$ cat config.mk
export PLATFORM = sky130hd
export DESIGN_NAME = i2c_target
export DESIGN_NICKNAME = d
export VERILOG_FILES = /design/src/rtl/i2c_pkg.sv /design/src/rtl/i2c_bus_sync.sv /design/src/rtl/i2c_target.sv
export SDC_FILE = /design/constraint.sdc
export NUM_CORES = 1
export LEC_CHECK = 0
export ABC_AREA = 1
export CORE_UTILIZATION = 60
export DETAILED_ROUTE_END_ITERATION = 16
export GPL_TIMING_DRIVEN = 0
export PLACE_DENSITY = 0.85
export SYNTH_ARGS = -nofsm -noshare
export SYNTH_HDL_FRONTEND = slang
export SYNTH_SLANG_ARGS = --single-unit
export TNS_END_PERCENT = 100
$ cat constraint.sdc
create_clock -name clk -period 2.6 [get_ports clk]
set_input_delay 0.65 -clock clk [delete_from_list [all_inputs] [get_ports clk]]
set_output_delay 0.65 -clock clk [all_outputs]
set_load 0.01 [all_outputs]
$ cat src/rtl/i2c_pkg.sv
// -----------------------------------------------------------------------------
// i2c_pkg
// Definitions shared by the I2C target and its bus front end:
//   - i2c_tgt_state_t : FSM states of i2c_target
//   - I2C_RW_*        : value of the R/W bit that follows the 7-bit address
//   - I2C_ACK/NACK    : SDA level during the acknowledge slot
// -----------------------------------------------------------------------------
package i2c_pkg;

    typedef enum logic [2:0] {
        IDLE     = 3'd0,
        ADDR     = 3'd1,
        ADDR_ACK = 3'd2,
        WR_BYTE  = 3'd3,
        WR_ACK   = 3'd4,
        RD_BYTE  = 3'd5,
        RD_ACK   = 3'd6,
        IGNORE   = 3'd7
    } i2c_tgt_state_t;

    localparam logic I2C_RW_WRITE = 1'b0;
    localparam logic I2C_RW_READ  = 1'b1;
    localparam logic I2C_ACK      = 1'b0;
    localparam logic I2C_NACK     = 1'b1;

endpackage

$ cat src/rtl/i2c_bus_sync.sv
// -----------------------------------------------------------------------------
// i2c_bus_sync
// Brings the raw SCL/SDA pad signals into the clk domain and derives the
// bus events the target FSM needs.
//   clk, rst_n   : system clock, asynchronous active-low reset
//   i_scl, i_sda : raw pad levels
//   o_sda        : synchronised SDA level
//   o_scl_rise   : one-cycle pulse on a synchronised SCL rising edge
//   o_scl_fall   : one-cycle pulse on a synchronised SCL falling edge
//   o_start      : one-cycle pulse, SDA fell while SCL high
//   o_stop       : one-cycle pulse, SDA rose while SCL high
// SYNC_STAGES must be at least 2.
// -----------------------------------------------------------------------------
module i2c_bus_sync #(
    parameter int SYNC_STAGES = 2
) (
    input  logic clk,
    input  logic rst_n,
    input  logic i_scl,
    input  logic i_sda,
    output logic o_sda,
    output logic o_scl_rise,
    output logic o_scl_fall,
    output logic o_start,
    output logic o_stop
);

    logic [SYNC_STAGES-1:0] r_scl_sync;
    logic [SYNC_STAGES-1:0] r_sda_sync;
    logic                   r_scl_prev;
    logic                   r_sda_prev;
    logic                   w_scl;
    logic                   w_sda;

    // Reset to the idle-bus level (both lines high) so that leaving reset
    // never produces a spurious edge, START or STOP.
    always_ff @(posedge clk or negedge rst_n) begin
        if (!rst_n) begin
            r_scl_sync <= '1;
            r_sda_sync <= '1;
            r_scl_prev <= 1'b1;
            r_sda_prev <= 1'b1;
        end else begin
            r_scl_sync <= {r_scl_sync[SYNC_STAGES-2:0], i_scl};
            r_sda_sync <= {r_sda_sync[SYNC_STAGES-2:0], i_sda};
            r_scl_prev <= w_scl;
            r_sda_prev <= w_sda;
        end
    end

    assign w_scl      = r_scl_sync[SYNC_STAGES-1];
    assign w_sda      = r_sda_sync[SYNC_STAGES-1];
    assign o_sda      = w_sda;
    assign o_scl_rise = w_scl & ~r_scl_prev;
    assign o_scl_fall = ~w_scl & r_scl_prev;
    assign o_start    = w_scl & r_sda_prev & ~w_sda;
    assign o_stop     = w_scl & ~r_sda_prev & w_sda;

endmodule

$ cat src/rtl/i2c_target.sv
// -----------------------------------------------------------------------------
// i2c_target
// I2C target (slave) decoding START, 7-bit address, R/W, data and STOP from
// the bus, with an open-drain SDA output and no clock stretching.
//   clk, rst_n : system clock, asynchronous active-low reset
//   scl_in     : raw SCL from the pad
//   sda_in     : raw SDA from the pad
//   sda_pull   : 1 = pull SDA low, 0 = release (never driven high)
//   busy       : address-matched transfer in progress
//   rx_data    : last byte written by the master
//   rx_valid   : one-cycle strobe for rx_data
//   rx_first   : with rx_valid, marks the first data byte after a (re)START
//   rx_ready   : local logic can accept the byte; 0 makes the target NACK
//   tx_req     : one-cycle request for the next read byte
//   tx_data    : read byte, captured on the cycle after tx_req
//   dbg_state  : current FSM state
//
// Local interface handshakes: rx_valid is a push-only strobe (no
// backpressure on the strobe itself); rx_ready is sampled on the 8th data
// rise of each write byte and only decides ACK/NACK. tx_req is a one-cycle
// request; tx_data must be stable on the cycle following tx_req.
// -----------------------------------------------------------------------------
module i2c_target
    import i2c_pkg::*;
#(
    parameter logic [6:0] DEV_ADDR    = 7'h42,
    parameter int         SYNC_STAGES = 2
) (
    input  logic           clk,
    input  logic           rst_n,
    input  logic           scl_in,
    input  logic           sda_in,
    output logic           sda_pull,
    output logic           busy,
    output logic [7:0]     rx_data,
    output logic           rx_valid,
    output logic           rx_first,
    input  logic           rx_ready,
    output logic           tx_req,
    input  logic [7:0]     tx_data,
    output i2c_tgt_state_t dbg_state
);

    logic           w_sda;
    logic           w_scl_rise;
    logic           w_scl_fall;
    logic           w_start;
    logic           w_stop;
    logic [7:0]     w_rx_byte;

    i2c_tgt_state_t r_state;
    logic [2:0]     r_bit_cnt;
    logic [7:0]     r_shift;
    logic           r_rw;
    logic           r_busy;
    logic           r_sda_pull;
    logic [7:0]     r_rx_data;
    logic           r_rx_valid;
    logic           r_rx_first;
    logic           r_first_pend;   // next completed write byte is the first
    logic           r_rx_ready_s;   // rx_ready captured on the 8th rise
    logic           r_tx_req;
    logic           r_tx_load;      // cycle after tx_req: capture tx_data
    logic           r_byte_done;    // 8 bits in, waiting for the fall
    logic           r_rd_first;     // next fall drives the MSB, no shift

    i2c_bus_sync #(
        .SYNC_STAGES (SYNC_STAGES)
    ) u_sync (
        .clk        (clk),
        .rst_n      (rst_n),
        .i_scl      (scl_in),
        .i_sda      (sda_in),
        .o_sda      (w_sda),
        .o_scl_rise (w_scl_rise),
        .o_scl_fall (w_scl_fall),
        .o_start    (w_start),
        .o_stop     (w_stop)
    );

    assign w_rx_byte = {r_shift[6:0], w_sda};

    always_ff @(posedge clk or negedge rst_n) begin
        if (!rst_n) begin
            r_state      <= IDLE;
            r_bit_cnt    <= 3'd0;
            r_shift      <= 8'h00;
            r_rw         <= I2C_RW_WRITE;
            r_busy       <= 1'b0;
            r_sda_pull   <= 1'b0;
            r_rx_data    <= 8'h00;
            r_rx_valid   <= 1'b0;
            r_rx_first   <= 1'b0;
            r_first_pend <= 1'b0;
            r_rx_ready_s <= 1'b0;
            r_tx_req     <= 1'b0;
            r_tx_load    <= 1'b0;
            r_byte_done  <= 1'b0;
            r_rd_first   <= 1'b0;
        end else begin
            r_rx_valid <= 1'b0;
            r_rx_first <= 1'b0;
            r_tx_req   <= 1'b0;
            r_tx_load  <= r_tx_req;
            if (r_tx_load) begin
                r_shift <= tx_data;
            end

            // Bus conditions override any SCL edge seen in the same cycle.
            if (w_start) begin
                r_state      <= ADDR;
                r_bit_cnt    <= 3'd7;
                r_sda_pull   <= 1'b0;
                r_shift      <= 8'h00;
                r_byte_done  <= 1'b0;
                r_first_pend <= 1'b1;
                r_rd_first   <= 1'b0;
            end else if (w_stop) begin
                r_state     <= IDLE;
                r_sda_pull  <= 1'b0;
                r_busy      <= 1'b0;
                r_byte_done <= 1'b0;
            end else begin
                case (r_state)
                    ADDR: begin
                        if (w_scl_rise) begin
                            r_shift   <= w_rx_byte;
                            r_bit_cnt <= r_bit_cnt - 3'd1;
                            if (r_bit_cnt == 3'd0) begin
                                if (w_rx_byte[7:1] == DEV_ADDR) begin
                                    r_rw        <= w_rx_byte[0];
                                    r_busy      <= 1'b1;
                                    r_byte_done <= 1'b1;
                                end else begin
                                    r_state <= IGNORE;
                                    r_busy  <= 1'b0;
                                end
                            end
                        end else if (w_scl_fall && r_byte_done) begin
                            r_byte_done <= 1'b0;
                            r_state     <= ADDR_ACK;
                            r_sda_pull  <= 1'b1;
                            r_tx_req    <= (r_rw == I2C_RW_READ);
                        end
                    end

                    ADDR_ACK: begin
                        if (w_scl_fall) begin
                            r_bit_cnt <= 3'd7;
                            if (r_rw == I2C_RW_READ) begin
                                r_state    <= RD_BYTE;
                                r_sda_pull <= ~r_shift[7];
                            end else begin
                                r_state    <= WR_BYTE;
                                r_sda_pull <= 1'b0;
                            end
                        end
                    end

                    WR_BYTE: begin
                        if (w_scl_rise) begin
                            r_shift   <= w_rx_byte;
                            r_bit_cnt <= r_bit_cnt - 3'd1;
                            if (r_bit_cnt == 3'd0) begin
                                r_rx_data    <= w_rx_byte;
                                r_rx_valid   <= 1'b1;
                                r_rx_first   <= r_first_pend;
                                r_first_pend <= 1'b0;
                                r_rx_ready_s <= rx_ready;
                                r_byte_done  <= 1'b1;
                            end
                        end else if (w_scl_fall && r_byte_done) begin
                            r_byte_done <= 1'b0;
                            r_state     <= WR_ACK;
                            r_sda_pull  <= r_rx_ready_s;
                        end
                    end

                    WR_ACK: begin
                        if (w_scl_fall) begin
                            r_sda_pull <= 1'b0;
                            if (!r_rx_ready_s) begin
                                r_state <= IGNORE;
                                r_busy  <= 1'b0;
                            end else begin
                                r_state   <= WR_BYTE;
                                r_bit_cnt <= 3'd7;
                            end
                        end
                    end

                    RD_BYTE: begin
                        // Falls are counted here: each one moves to the
                        // next bit; the fall after bit 0 releases SDA.
                        if (w_scl_fall) begin
                            if (r_rd_first) begin
                                r_rd_first <= 1'b0;
                                r_sda_pull <= ~r_shift[7];
                            end else if (r_bit_cnt == 3'd0) begin
                                r_sda_pull <= 1'b0;
                                r_bit_cnt  <= 3'd7;
                                r_state    <= RD_ACK;
                            end else begin
                                r_shift    <= {r_shift[6:0], 1'b0};
                                r_sda_pull <= ~r_shift[6];
                                r_bit_cnt  <= r_bit_cnt - 3'd1;
                            end
                        end
                    end

                    RD_ACK: begin
                        if (w_scl_rise) begin
                            if (w_sda == I2C_ACK) begin
                                r_tx_req   <= 1'b1;
                                r_rd_first <= 1'b1;
                                r_state    <= RD_BYTE;
                            end else begin
                                r_state <= IGNORE;
                                r_busy  <= 1'b0;
                            end
                        end
                    end

                    default: begin
                        // IDLE and IGNORE wait for START/STOP only.
                    end
                endcase
            end
        end
    end

    assign sda_pull  = r_sda_pull;
    assign busy      = r_busy;
    assign rx_data   = r_rx_data;
    assign rx_valid  = r_rx_valid;
    assign rx_first  = r_rx_first;
    assign tx_req    = r_tx_req;
    assign dbg_state = r_state;

endmodule

# [After elaboration in Yosys (flattened, before gate mapping)]
# Cells that the tools add are included.
[classes] reduce_logical=21 mux=94 shift=0 n_eq_ne=37 order_cmp=0 bitwise=14 multipliers=0 div_mod_pow=0 n_addsub=1
[ops] cell="$mux 3" n=25
[ops] cell="$mux 8" n=7
[ops] cell="$mux 1" n=53
[ops] cell="$ne 4x2->1 const B" n=7
[ops] cell="$ne 3x2->1 const B" n=9
[ops] cell="$reduce_and 8->1" n=3
[ops] cell="$ne 5x5->1 const B" n=4
[ops] cell="$pmux 3 s6" n=1
[ops] cell="$pmux 8 s2" n=1
[ops] cell="$ne 3x1->1 const B" n=5
[ops] cell="$pmux 3 s4" n=1
[ops] cell="$reduce_and 12->1" n=1
[ops] cell="$reduce_and 5->1" n=2
[ops] cell="$eq 3x3->1 const B" n=3
[ops] cell="$ne 4x4->1 const B" n=2
[ops] cell="$not 1->1" n=8
[ops] cell="$reduce_and 4->1" n=2
[ops] cell="$reduce_bool 4->1" n=2
[ops] cell="$reduce_bool 8->1" n=1
[ops] cell="$eq 7x7->1 const B" n=1
[ops] cell="$reduce_bool 7->1" n=1
[ops] cell="$and 1x1->1" n=6
[ops] cell="$eq 3x2->1 const B" n=2
[ops] cell="$pmux 1 s2" n=3
[ops] cell="other kinds (15)" n=17
[totals] input_bits=13 word_cells=186 ramBits=0 out_inout_bits=16 romBits=0 regBits=39 mem_count=0 latch_bits=0

# [Logic depth before layout (Yosys ltp)]
# Gate-level depths: netlist of the first run.
[depth] ltp_word=8 depth_mapped=11 mapped_depth_nobuf=11

# [By module]
# A second synthesis of the first run with hierarchy kept.
[unflattened] hier_cells=329 hier_area_um2=2421.1
[modules_own_cells] mod="i2c_target" seq_area_each_um2=825.8 area_each_um2=2233.4 instances=1 cells_per_inst=315
[modules_own_cells] mod="i2c_bus_sync" seq_area_each_um2=157.7 area_each_um2=187.7 instances=1 cells_per_inst=14

# [Least setup slack after synthesis of the first run]
# Ideal clock, no wire load.
[synth_timing] kind="reg2reg" start="register u_sync.r_sda_sync[1]" end="register r_state[0], in the netlist dbg_state[0]" arrival_ps=1426 setup_ps=116 stages_incl_launch_ff=11 path_slack_ps=1057 cell_sequence="dfstp_2 > buf_6 > nand2_2 > nor2_4 > nor2_1 > o21ai_2 > nand2_1 > nor2_4 > nand2_2 > nand2_1 > nand2_1"
[synth_via] elab_chain_len=4 word_cells_on_any_way=18 classes_between="11 x eq/ne; 2 x mux; 3 x bitwise; 2 x reduce/logical"
[synth_rtl] element="start: declaration" line_no="i2c_bus_sync.sv:29" rtl="logic [SYNC_STAGES-1:0] r_sda_sync;"
[synth_rtl] element="start signal: assignment" line_no="i2c_bus_sync.sv:45" rtl="r_sda_sync <= {r_sda_sync[SYNC_STAGES-2:0], i_sda};"
[synth_rtl] element="$not 1->1" line_no="i2c_bus_sync.sv:56" rtl="assign o_start = w_scl & r_sda_prev & ~w_sda;"
[synth_rtl] element="$and 1x1->1" line_no="i2c_bus_sync.sv:56"
[synth_rtl] element="$ne 5x5->1 (no source line) (tied with other cells)"
[synth_rtl] element="$reduce_and 12->1 (no source line)"
[synth_rtl] element="end signal: assignment" line_no="i2c_target.sv:85" rtl="r_state <= IDLE;"
[synth_rtl] element="end signal: assignment" line_no="i2c_target.sv:111" rtl="r_state <= ADDR;"
[synth_rtl] element="end signal: assignment" line_no="i2c_target.sv:119" rtl="r_state <= IDLE;"
[synth_rtl] element="end: declaration" line_no="i2c_target.sv:51" rtl="i2c_tgt_state_t r_state;"
# Several ways; a longest one is shown, not always the timed one.
# A chain may end at the register's enable or synchronous reset.

# [Worst setup path after layout of the first run]
[layout_timing] start="register r_state[1], in the netlist dbg_state[1]" end="output port dbg_state[1]"
[layout_lines] element="end: declaration" line_no="i2c_target.sv:41" rtl="output i2c_tgt_state_t dbg_state"
# No word-level cell between the ends.

==> results.yml, run 1 <==
synthesis:
  synth_largest_area_cell: "dfrtp_1"
  syn_area_per_cell_um2: 8.20
  synthMuxAreaShare_pct: 0
  ys_types: 37
  synth_seq_cells: 39
  synth-seq-area-share_pct: 39.3
  synth_top_family_by_area: "simple AND/OR/NAND/NOR gates"
  synth-main-ff-cell: "dfrtp_1"
  synth_top_cell_area_share_pct: 33.0
  synth_simple_gate_area_share_pct: 35.2
  synth_edf_count: 0
  synth-adder-area-share_pct: 1.50
  synth-xor-area-share_pct: 0.350
  ys_warn_count: 0
  synth_compound_area_share_pct: 15.1
  synth.cell_area_mm2: 0.00250
  synth.most_common_cell: "nand2_1"
  ys_async_sr_fraction_pct: 100
  yosys-top-cells-area: "dfrtp_1, nand2_1, dfstp_2"
  synth_common_cells: "nand2_1, dfrtp_1, nand3_1"
  syn_nets: 321
  syn_inst: 305
power:
  p_leak_nw: 1.36
  p_clk_share_pct: 14.7
  ir_drop_v: 0.000546
  p_switching_w: 0.00126
  combPwrFrac_pct: 55.3
  internal_power_w: 0.00149
  seqPwrFrac_pct: 30.0
  power.density_mw_per_mm2: 940
  p_sw_share_pct: 45.9
clocking:
  post-cts-setup-buffer-count: 0
  ctsHoldBuffers: 0
  cts_buffers: 5
  insertion_delay_ps: 290
  cts_tree: "done"
  h-tree-depth: 2
  cts_sinks: 39
  cts_resized: 0
  clk_pin_slew_ps: 80
  cts_root_buffer: "clkbuf_8"
  cts_buffer_depth: 2
global_routing:
  grt_max_degree: 40
  grtUsageTotal_pct: 29.7
  grt_pass1_vias: 2052
  grt_overflow: 0
  antenna_found_initial: 0
  grt_pass1_wl_mm: 9.65
floorplanning:
  die_area_mm2: 0.00443
  die_y_um: 66.6
  start_util_pct: 62.6
  num_rows: 23
  die_w_um: 66.6
  ios: 29
  design.core.area_mm2: 0.00400
detailed_routing:
  wirelength_mm: 5.71
  drtAntennaViolNets: 0
  vias_per_cell: 5.50
  drc: 0
  via_count: 2152
  drt_iter0_markers: 171
  wire_per_inst_um: 14.6
  dr.pass1.iters: 4
layout:
  finish.instance_area_mm2: 0.00293
  fillers: 319
  fin_nets: 356
  layout-drive-gt1-share_pct: 26.1
  final_core_util_pct: 73.1
  area_delta_synth_final_pct: 16.9
  antennaDiodeCount: 0
critical_path:
  rr_startpoint: "u_sync.r_sda_sync[1]"
  max_stage_delay_ps: 550
  path_max_fanout: 3
  reg2reg_to: "dbg_state[1]"
  cp_cell_sequence: "clkdlybuf4s50_1"
  crit_path_end_kind: "primary output"
  endpoint: "dbg_state[1]"
  critPathTopFamily: "buffers and inverters"
  cp.required_ps: 1950
  cp.depth: 1
  start_kind: "flop"
  crit_arrival_ps: 1240
  rr_worst_depth: 10
  crit_path_top_delay_cell: "clkdlybuf4s50_1"
  r2r_slack_ps: 870
  crit_start: "dbg_state[1]"
  cp_num_buf_inv: 1
  path_class: "reg2out"
sta:
  fin_setup_tns_ps: 0
  grt_setup_unrepaired: "no"
  drv_slew: 0
  skew_ps: 10.1
  fmax_mhz: 530
  setup_violations: 0
  finalHoldViolations: 0
  finalCritPeriodShare_pct: 72.6
  finalCriticalPeriod_ps: 1890
  tightestPinTransition_ps: 848
  relSlewSlack_pct: 43.5
placement:
  globalplace.congestion: 0.940
  io_buffers: 28
  dpl.hpwl_mm: 4.36
  placed_area_mm2: 0.00284
status:
  status: "completed"
run:
  drv_cap: 0
worst_hold_path:
  hold_class: "reg2reg"
## kinds of logic (layout without fill, tap and decap cells)
kind of cell | Yosys count | after routing
buffers and inverters | 43 | 79
and+or+nand+nor | 166 | 166
adders and majority gates | 3 | 3
AOI/OAI and AO/OA | 53 | 53
xor gates and xnor gates | 1 | 1
DFF | 39 | 39
## placed cells by master (no fill, tap or decap), types with 4 or more instances in the layout
cell type,instances
nor2_1,24
o21ai_2,10
nand2_2,12
nand3_2,4
o21ai_1,5
dfstp_2,6
dfrtp_1,33
buf_6,5
nor2_2,4
nor2_4,7
clkbuf_8,5
o21ai_0,21
inv_2,8
nand2_1,74
nand3_1,25
a21oi_2,8
nand2_4,4
inv_1,23
nor3_1,5
clkdlybuf4s50_1,27
## sequential cells by signal, indices dropped and copies added (netlist names), 2 cells and up
signal and flops:
u_sync.r_sda_sync 2, u_sync.r_scl_sync 2, r_shift 8, rx_data 8
r_bit_cnt 3, dbg_state 3
## metal layers
layer	wire (µm)	global-route usage, %	up-vias
met5	0	0	-
met4	71	7.45	0
met3	250	4.97	6
met2	2750	47.7	66
met1	2640	41.4	1020
li1	-	-	1060
## power by group through the flow
stage                     Sequential, W  Clock [W]  Combinational (W)
final                          0.000824   0.000405            0.00152
after global routing           0.000837   0.000438            0.00168
after floorplan                0.000839          0            0.00113
after detailed placement       0.000835          0            0.00150
after CTS                      0.000823   0.000416            0.00151
after global placement         0.000827          0            0.00148
## worst min path at each step
stage | slack, ps | cells past startpoint | from | end
after floorplan | 350 | 0 | rst_n | busy
after global placement | 350 | 0 | u_sync.r_sda_sync[0] | u_sync.r_sda_sync[1]
after detailed placement | 350 | 0 | u_sync.r_scl_sync[0] | u_sync.r_scl_sync[1]
after CTS | 360 | 0 | u_sync.r_sda_sync[0] | u_sync.r_sda_sync[1]
after global routing | 370 | 0 | u_sync.r_sda_sync[0] | u_sync.r_sda_sync[1]
final | 360 | 0 | u_sync.r_sda_sync[0] | u_sync.r_sda_sync[1]
## through the flow
step / instances / hold slack [ps] / power, W / setup WS [ps]
6_report: 391 / 363 / 0.00275 / 712
5_1_grt: 391 / 369 / 0.00296 / 652
4_1_cts: 391 / 365 / 0.00275 / 704
3_5_place_dp: 383 / 349 / 0.00234 / 876
3_3_place_gp: 383 / 352 / 0.00231 / 1.24
2_1_floorplan: 305 / 345 / 0.00196 / 1060
## final cells by class
| cell class | count | area, µm² | share of cell area [%] |
|---|---|---|---|
| clock buffers | 6 | 72.6 | 2.48 |
| multi-input cells | 223 | 1300 | 44.5 |
| flip-flops and latches | 39 | 983 | 33.6 |
| inverters | 35 | 144 | 4.92 |
| plain buffers | 8 | 72.6 | 2.48 |
| clock inverters | 2 | 12.5 | 0.428 |
| repair buffers | 28 | 275 | 9.41 |
| well taps | 50 | 62.6 | 2.14 |
(Power assumes the default switching activity.)
==> run 2: changes to the inputs <==
--- a/config.mk
+++ b/config.mk
@@ -6,10 +6,10 @@
 export NUM_CORES = 1
 export LEC_CHECK = 0
 export ABC_AREA = 1
-export CORE_UTILIZATION = 60
+export CORE_UTILIZATION = 51
 export DETAILED_ROUTE_END_ITERATION = 16
 export GPL_TIMING_DRIVEN = 0
-export PLACE_DENSITY = 0.85
+export PLACE_DENSITY = 0.77
 export SYNTH_ARGS = -nofsm -noshare
 export SYNTH_HDL_FRONTEND = slang
 export SYNTH_SLANG_ARGS = --single-unit
==> constraint.sdc (replaced) <==
create_clock -name clk -period 1.7 [get_ports clk]
set_input_delay 0.425 -clock clk [delete_from_list [all_inputs] [get_ports clk]]
set_output_delay 0.425 -clock clk [all_outputs]
set_load 0.01 [all_outputs]
==> run 2 against run 1 <==
Compared with the run above:
- sequential cell count unchanged
- global-route usage fell by 4.5 points
- combinational power up 72%
- setup slack lost 700 ps
- power up 74%
- cell count is 8.4% higher
- die area increased by 17%
- utilization shrank 4.6 points
- clock skew decreased by 5.7 ps
==> results.yml, run 2 (synthesis gave the netlist of run 1 again) <==
floorplanning:
  num_rows: 25
  start_util_pct: 53.0
  die_w_um: 72.0
  ios: 29
  die_area_mm2: 0.00519
  die_y_um: 72.0
  design.core.area_mm2: 0.00472
critical_path:
  crit_arrival_ps: 1880
  path_max_fanout: 9
  cp.depth: 11
  crit_path_top_delay_cell: "dfstp_2"
  cp_common_cell: "nor2_4"
  rr_worst_depth: 11
  path_class: "reg2reg"
  reg2reg_to: "dbg_state[0]"
  cp.required_ps: 1890
  critPathTopFamily: "simple AND/OR/NAND/NOR gates"
  cp_num_buf_inv: 2
  crit_path_end_kind: "flop"
  start_kind: "flop"
  max_stage_delay_ps: 550
  r2r_slack_ps: 10
  rr_startpoint: "u_sync.r_sda_sync[1]"
  cp_cell_sequence: "buf_8 > nand2_4 > nor2_4 > buf_12 > nor2_4 > nand3_2 > nand2_2 > nor2_4 > nand2_2 > nand2_1 > nand2_1"
sta:
  grt_setup_unrepaired: "yes"
  fin_setup_tns_ps: 0
  finalCriticalPeriod_ps: 1690
  finalHoldViolations: 0
  skew_ps: 4.39
  relSlewSlack_pct: 44.3
  drv_slew: 0
  tightestPinTransition_ps: 835
  fmax_mhz: 593
  setup_violations: 0
  setup_slack_ps: 14.2
  finalCritPeriodShare_pct: 99.2
clocking:
  clk_pin_slew_ps: 70
  cts_buffers: 5
  cts_buffer_depth: 2
  insertion_delay_ps: 300
  h-tree-depth: 2
  cts_tree: "done"
  cts_sinks: 39
  cts_root_buffer: "clkbuf_8"
power:
  ir_drop_v: 0.000913
  combPwrFrac_pct: 54.6
  internal_power_w: 0.00273
  p_clk_share_pct: 19.1
  power.density_mw_per_mm2: 1480
  seqPwrFrac_pct: 26.3
  p_sw_share_pct: 43.0
  p_leak_nw: 1.52
  p_switching_w: 0.00206
layout:
  antennaDiodeCount: 0
  fin_nets: 372
  finish.instance_area_mm2: 0.00324
  area_delta_synth_final_pct: 29.4
  fillers: 392
  layout_common_cells: "nand2_1, dfrtp_1, clkdlybuf4s50_1"
  final_common_cell: "nand2_1"
  multi_input_area_mm2: 0.00140
  layout-drive-gt1-share_pct: 34.5
  stdcell_count: 424
  layout.area.seq_um2: 983
detailed_routing:
  via_count: 2274
  drtAntennaViolNets: 0
  wirelength_mm: 6.20
  dr.pass1.iters: 4
  vias_per_cell: 5.36
  wire_per_inst_um: 14.6
  drc: 0
  drt_iter0_markers: 252
global_routing:
  grtUsageTotal_pct: 25.2
  grt_pass1_wl_mm: 9.99
  grt_pass1_vias: 2151
  grt_overflow: 0
  antenna_found_initial: 0
  grt_max_degree: 40
placement:
  globalplace.congestion: 0.954
  dpl.hpwl_mm: 4.26
  dp_slack_ps: -63.8
  placed_area_mm2: 0.00286
  io_buffers: 28
  dpl.cell_count: 400
worst_hold_path:
  hold_class: "in2async"
status:
  status: "completed"
run:
  drv_cap: 0
run 2: final cells by class:
class / count / share of cell area, %
Tap cell: 67 / 2.59
Clock inverter: 2 / 1.85
Buffer: 8 / 2.47
Timing Repair Buffer: 43 / 12.8
Clock buffer: 6 / 2.24
Inverter: 35 / 4.52
Multi-Input combinational cell: 224 / 43.1
Sequential cell: 39 / 30.4
run 2: worst max path at each step:
stage / start / slack, ps / to
2_1_floorplan: u_sync.r_sda_sync[1] / 160 / dbg_state[0]
3_3_place_gp: rst_n / -760 / r_shift[4]
3_5_place_dp: u_sync.r_sda_sync[1] / -60 / dbg_state[0]
4_1_cts: u_sync.r_scl_sync[1] / -4 / r_bit_cnt[2]
5_1_grt: u_sync.r_scl_sync[1] / -100 / dbg_state[0]
6_report: u_sync.r_sda_sync[1] / 10 / dbg_state[0]
run 2: per-layer routing:
metal,share of wire (%),wire length (µm),vias up,GRT usage [%]
li1,-,-,1086,-
met1,43,2680,1077,35.0
met2,48,2970,99,38.6
met3,7.3,455,12,5.00
met4,1.5,90,0,10.5
met5,0,0,-,0
run 2: power groups by stage:
stage	combinational, W	clock, W	sequential, W
after global placement	0.00228	0	0.00127
after CTS	0.00237	0.000932	0.00126
final	0.00261	0.000913	0.00126
after global routing	0.00286	0.000971	0.00128
after detailed placement	0.00230	0	0.00127
after floorplan	0.00172	0	0.00128
run 2: what timing repair did:
action	4_1_cts	5_1_grt
pin swaps	7	12
resized for setup	3	26
hold buffers	0	0
cloned	0	1
endpoints found under the setup margin	7	28
setup buffers	7	8
run 2: metrics by stage:
step / total power, W / utilization (%) / hold WS, ps
after detailed placement: 0.00358 / 60.6 / 349
final: 0.00479 / 68.6 / 226
after floorplan: 0.00300 / - / 129
after CTS: 0.00456 / 65.0 / 264
after global placement: 0.00355 / 60.7 / 347
after global routing: 0.00511 / 68.6 / 306
